## src/rtl/div_pkg.sv

```systemverilog
// Shared constants for the repeated-subtraction divider.
// State encoding and default operand width.
package div_pkg;

    localparam int DIV_W = 16;

    localparam logic [1:0] S_IDLE = 2'd0;
    localparam logic [1:0] S_LDD  = 2'd1;
    localparam logic [1:0] S_RUN  = 2'd2;
    localparam logic [1:0] S_DONE = 2'd3;

endpackage

```

## src/rtl/div_repsub_if.sv

```systemverilog
// Operand bus and result/handshake bundle for div_repsub.
// master drives start/data_in; slave is the divider.
interface div_repsub_if
    import div_pkg::*;
#(
    parameter int WIDTH = DIV_W
);

    logic             start;
    logic [WIDTH-1:0] data_in;
    logic             busy;
    logic             done;
    logic             div_by_zero;
    logic [WIDTH-1:0] quotient;
    logic [WIDTH-1:0] remainder;

    modport master (
        output start,
        output data_in,
        input  busy,
        input  done,
        input  div_by_zero,
        input  quotient,
        input  remainder
    );

    modport slave (
        input  start,
        input  data_in,
        output busy,
        output done,
        output div_by_zero,
        output quotient,
        output remainder
    );

endinterface

```

## src/rtl/div_repsub_datapath.sv

```systemverilog
// R/D/Q registers, subtractor, incrementer and comparators.
// Sequenced by strobes from the controller in div_repsub.
module div_repsub_datapath
    import div_pkg::*;
#(
    parameter int WIDTH = DIV_W
) (
    input  logic             clk,
    input  logic             rst,
    input  logic [WIDTH-1:0] data_in,
    input  logic             load_r,
    input  logic             load_d,
    input  logic             sat_q,
    input  logic             sub,
    output logic             ge,
    output logic             dz,
    output logic [WIDTH-1:0] quotient,
    output logic [WIDTH-1:0] remainder
);

    logic [WIDTH-1:0] r_q;
    logic [WIDTH-1:0] d_q;
    logic [WIDTH-1:0] q_q;
    logic [WIDTH-1:0] diff;
    logic [WIDTH-1:0] q_inc;

    assign diff  = r_q - d_q;
    assign q_inc = q_q + WIDTH'(1);
    assign ge    = (r_q >= d_q);
    assign dz    = (data_in == '0);

    always_ff @(posedge clk) begin
        if (rst) begin
            r_q <= '0;
            d_q <= '0;
            q_q <= '0;
        end else begin
            if (load_r) begin
                r_q <= data_in;
                q_q <= '0;
            end
            if (load_d) begin
                d_q <= data_in;
            end
            // Zero divisor saturates Q; R keeps the dividend.
            if (sat_q) begin
                q_q <= '1;
            end
            if (sub) begin
                r_q <= diff;
                q_q <= q_inc;
            end
        end
    end

    assign quotient  = q_q;
    assign remainder = r_q;

endmodule

```

## src/rtl/div_repsub.sv

```systemverilog
// Unsigned divider by repeated subtraction, one step per cycle.
// Dividend then divisor arrive on a shared bus in consecutive cycles.
module div_repsub
    import div_pkg::*;
#(
    parameter int WIDTH = DIV_W
) (
    input  logic         clk,
    input  logic         rst,
    div_repsub_if.slave  bus
);

    logic [1:0] state;
    logic [1:0] state_nxt;
    logic       load_r;
    logic       load_d;
    logic       sat_q;
    logic       sub;
    logic       ge;
    logic       dz;
    logic       dbz_q;

    always_comb begin
        state_nxt = state;
        load_r    = 1'b0;
        load_d    = 1'b0;
        sat_q     = 1'b0;
        sub       = 1'b0;
        unique case (1'b1)
            (state == S_IDLE): begin
                if (bus.start) begin
                    load_r    = 1'b1;
                    state_nxt = S_LDD;
                end
            end
            (state == S_LDD): begin
                load_d = 1'b1;
                if (dz) begin
                    sat_q     = 1'b1;
                    state_nxt = S_DONE;
                end else begin
                    state_nxt = S_RUN;
                end
            end
            (state == S_RUN): begin
                if (ge) begin
                    sub = 1'b1;
                end else begin
                    state_nxt = S_DONE;
                end
            end
            (state == S_DONE): begin
                state_nxt = S_IDLE;
            end
            default: begin
                state_nxt = S_IDLE;
            end
        endcase
    end

    always_ff @(posedge clk) begin
        if (rst) begin
            state <= S_IDLE;
            dbz_q <= 1'b0;
        end else begin
            state <= state_nxt;
            if (load_r) begin
                dbz_q <= 1'b0;
            end else if (sat_q) begin
                dbz_q <= 1'b1;
            end
        end
    end

    div_repsub_datapath #(
        .WIDTH (WIDTH)
    ) u_dp (
        .clk       (clk),
        .rst       (rst),
        .data_in   (bus.data_in),
        .load_r    (load_r),
        .load_d    (load_d),
        .sat_q     (sat_q),
        .sub       (sub),
        .ge        (ge),
        .dz        (dz),
        .quotient  (bus.quotient),
        .remainder (bus.remainder)
    );

    assign bus.busy        = (state == S_LDD) || (state == S_RUN);
    assign bus.done        = (state == S_DONE);
    assign bus.div_by_zero = dbz_q;

endmodule

```

## src/flat_wrapper.sv

```systemverilog
// flat-port wrapper written by rule: the top's interface ports become plain ports
module div_repsub_flat import div_pkg::*;
#(
    parameter int WIDTH = DIV_W
)
  (clk, rst, bus_start, bus_data_in, bus_busy, bus_done, bus_div_by_zero, bus_quotient, bus_remainder);
  div_repsub_if #(.WIDTH(WIDTH)) bus_i ();
  input  logic clk;
  input  logic rst;
  input wire logic [$bits(bus_i.start)-1:0] bus_start;
  input wire logic [$bits(bus_i.data_in)-1:0] bus_data_in;
  output wire logic [$bits(bus_i.busy)-1:0] bus_busy;
  output wire logic [$bits(bus_i.done)-1:0] bus_done;
  output wire logic [$bits(bus_i.div_by_zero)-1:0] bus_div_by_zero;
  output wire logic [$bits(bus_i.quotient)-1:0] bus_quotient;
  output wire logic [$bits(bus_i.remainder)-1:0] bus_remainder;
  assign bus_i.start = bus_start;
  assign bus_i.data_in = bus_data_in;
  assign bus_busy = bus_i.busy;
  assign bus_done = bus_i.done;
  assign bus_div_by_zero = bus_i.div_by_zero;
  assign bus_quotient = bus_i.quotient;
  assign bus_remainder = bus_i.remainder;
  div_repsub #(.WIDTH(WIDTH)) u_core (.clk(clk), .rst(rst), .bus(bus_i));
endmodule
```

## config.mk

```make
export PLATFORM = sky130hd
export DESIGN_NAME = div_repsub_flat
export DESIGN_NICKNAME = d
export VERILOG_FILES = /design/src/rtl/div_pkg.sv /design/src/rtl/div_repsub_if.sv /design/src/rtl/div_repsub_datapath.sv /design/src/rtl/div_repsub.sv /design/src/flat_wrapper.sv
export SDC_FILE = /design/constraint.sdc
export NUM_CORES = 1
export LEC_CHECK = 0
export ABC_AREA = 0
export CAP_MARGIN = 20
export CORE_UTILIZATION = 28
export DETAILED_ROUTE_END_ITERATION = 7
export PLACE_DENSITY = 0.44
export SLEW_MARGIN = 15
export SYNTH_ARGS = -nofsm -noshare
export SYNTH_HDL_FRONTEND = slang
export SYNTH_SLANG_ARGS = --single-unit
```

## constraint.sdc

```tcl
create_clock -name clk -period 6.4 [get_ports clk]
set_clock_uncertainty 0.1 [all_clocks]
set_input_delay 1.6 -clock clk [delete_from_list [all_inputs] [get_ports clk]]
set_output_delay 1.6 -clock clk [all_outputs]
set_load 0.05 [all_outputs]
```

==> qor.yml <==
status: "completed"
portBuffers: 53
power_leakage_nw: 1.47
muxShareOfSynthArea: 0.0717
synth_nets: 444
maxCapViolations: 0
initial_core_util: 0.287
n_antenna_cell: 0
grt_pass1_vias: 2929
synth_top_family_by_area: "compound AO/OA/AOI/OAI gates"
clk_pin_slew_ns: 0.07
hold_viol: 0
cp_data_arrival_time_ns: 4.26
ys_seq_elements: 51
synth.top_cell.area_share: 0.311
clkSinkCount: 51
drt_iter0_markers: 173
start_kind: "input pin"
ys_types: 50
first_pass_iters: 4
viasPerCell: 5.22
synth_seq_area_share: 0.311
avgSynthCellArea_sq_um: 8.14
hp-class: "flop to flop"
synth_xor_area_frac: 0.0214
nNetsFinal: 485
num_rows: 39
clkLatencyLatePin_ns: 0.29
yosys.area_share.simple: 0.202
slew_headroom: 0.288
synth-adder-area-share: 0.0862
synth_compound_area_frac: 0.248
vdd_drop_max_mv: 0.184
power.density_nw_per_um2: 557
die_h_microns: 110
pin_count: 54
cts_root_buffer: "clkbuf_16"
path_class: "input pin to flop"
ant_nets: 0
htree_num_levels: 2
die_w_microns: 110
wl_microns: 9350
core_area_sq_um: 11400
drt-wirelength-per-cell_microns: 15.9
end_kind: "flop"
rsz0062_at_grt: "false"
setup_tns_ns: 0
cp.required_ns: 6.52
gp_congestion: 0.750
synthCells: 403
cp_max_fo: 14
slew_viol_final: 0
overflow: 0
worst_pin_slew_ns: 1.06
cts_hold_buf: 0
final_layout_size_suffix_gt1_frac: 0.0607
finalPower_w: 0.00227
crit_path_top_delay_cell: "nor4_1"
synth_edf_count: 0
place.detailed.hpwl_microns: 6510
antenna_found_initial: 0
finalCriticalPeriod_ns: 4.14
syn_to_final_growth_pct: 24.5
grt_usage: 0.161
max_freq_ghz: 0.242
via_count: 3067
ys_warn_count: 0
dieArea_sq_um: 12200
cts_buffer_depth: 2
setup_viol: 0
cts_setup_buffers: 0
cts_buffers: 5
grt_start_max_net_pins: 52
cp_common_cell: "nor4_1"
synth_flop_cell: "dfxtp_1"
yosys-top-cells-area: "dfxtp_1, ha_1, mux2i_1"
path_cells: "clkdlybuf4s50_1 -> nor4_1 -> nand4_1 -> nor4_1 -> nand2_1 -> a21oi_1"
grt_pass1_wl_microns: 15000
ys_async_sr_fraction: 0
synth_area_sq_um: 3280
post-route-period-util: 0.647
cts_tree: "yes"
drc: 0
cts-resized-gates: 0
slowest_delay_ns: 0.65
synth_top_area_cell: "dfxtp_1"
## placed cells by master (no fill, tap or decap), types with 8 or more instances in the layout
master,Yosys,routed
a211oi_1,10,10
a21oi_1,31,31
a31o_1,8,8
a31oi_1,8,8
clkdlybuf4s50_1,0,52
dfxtp_1,51,51
ha_1,21,21
inv_1,27,27
mux2i_1,19,19
nand2_1,32,32
nand3_1,14,14
nor2_1,42,42
o21ai_0,10,10
o31a_1,8,8
or3_1,13,13
## metal layers
metal	up-vias	wire, microns	GRT usage
met5	-	0	0
met4	0	93	0.0423
met3	7	283	0.0206
met2	47	4320	0.259
met1	1469	4650	0.226
li1	1544	-	-
## worst max-delay path, delay by kind of cell
kind	cells	cell delay, ns
AO/OA/AOI/OAI	1	0.26
AND/OR/NAND/NOR	4	1.94
buffers and inverters	1	0.45
## cell families (layout without fill, tap and decap cells)
group	Yosys count	count (layout)
AO/OA/AOI/OAI	114	114
XOR/XNOR	8	8
adder cells (fa/ha/maj)	22	22
buffers and inverters	49	91
flip-flops	51	51
multiplexers	23	23
AND/OR/NAND/NOR	136	136
## where the power goes
group,leakage [nW],total [W],switching (W),internal (W)
Sequential,0.416,0.000445,0.0000566,0.000389
Clock,0.0838,0.000312,0.000127,0.000185
Combinational,0.971,0.00152,0.000950,0.000567
## layout make-up
type / instances / area, sq um
Clock buffer: 5 / 125
Clock inverter: 3 / 43.8
Fill cell: 1217 / 7330
Inverter: 27 / 101
Multi-Input combinational cell: 303 / 2060
Sequential cell: 51 / 1020
Tap cell: 143 / 179
Timing Repair Buffer: 56 / 552
## registers in the layout (all words and copies together) (netlist names)
name                    flops
u_core.u_dp.remainder      16
u_core.u_dp.d_q            16
u_core.u_dp.quotient       16
u_core.state                2
u_core.bus.div_by_zero      1
## metrics by stage
stage / instances / utilization / hold slack, ns / instance area [sq um] / worst slack [ns]
2_1_floorplan: 403 / - / 0.360 / 3280 / 3.21
3_3_place_gp: 579 / 0.342 / 0.378 / 3910 / 2.16
3_5_place_dp: 580 / 0.343 / 0.382 / 3920 / 1.99
4_1_cts: 588 / 0.358 / 0.400 / 4090 / 2.31
5_1_grt: 588 / 0.358 / 0.418 / 4090 / 1.97
6_report: 588 / 0.358 / 0.393 / 4090 / 2.26
## cells in the mapped netlist, drive strengths merged (5+ instances only)
library cell and instances:
dfxtp 51, nor2 42, a21oi 34, nand2 32, inv 27, ha 21
mux2i 19, clkbuf 16, a31o 14, nand3 14, or3 13, o21ai 12
a211oi 10, a31oi 8, o31a 8, a311oi 7, o21a 7, and3 6
buf 6, and2 5, nand4 5, xnor2 5
## final timing paths
| path | startpoint | endpoint | slack, ns | depth (start not counted) |
|---|---|---|---|---|
| setup / recovery | bus_data_in[7] | u_core.u_dp.quotient[7] | 2.26 | 6 |
| hold / removal | u_core.u_dp.d_q[11] | u_core.u_dp.d_q[11] | 0.39 | 2 |
| setup reg to reg | u_core.u_dp.remainder[0] | u_core.u_dp.quotient[4] | 2.75 | 10 |
| hold reg to reg | u_core.u_dp.d_q[11] | u_core.u_dp.d_q[11] | 0.39 | 2 |
(Power assumes the default switching activity.)
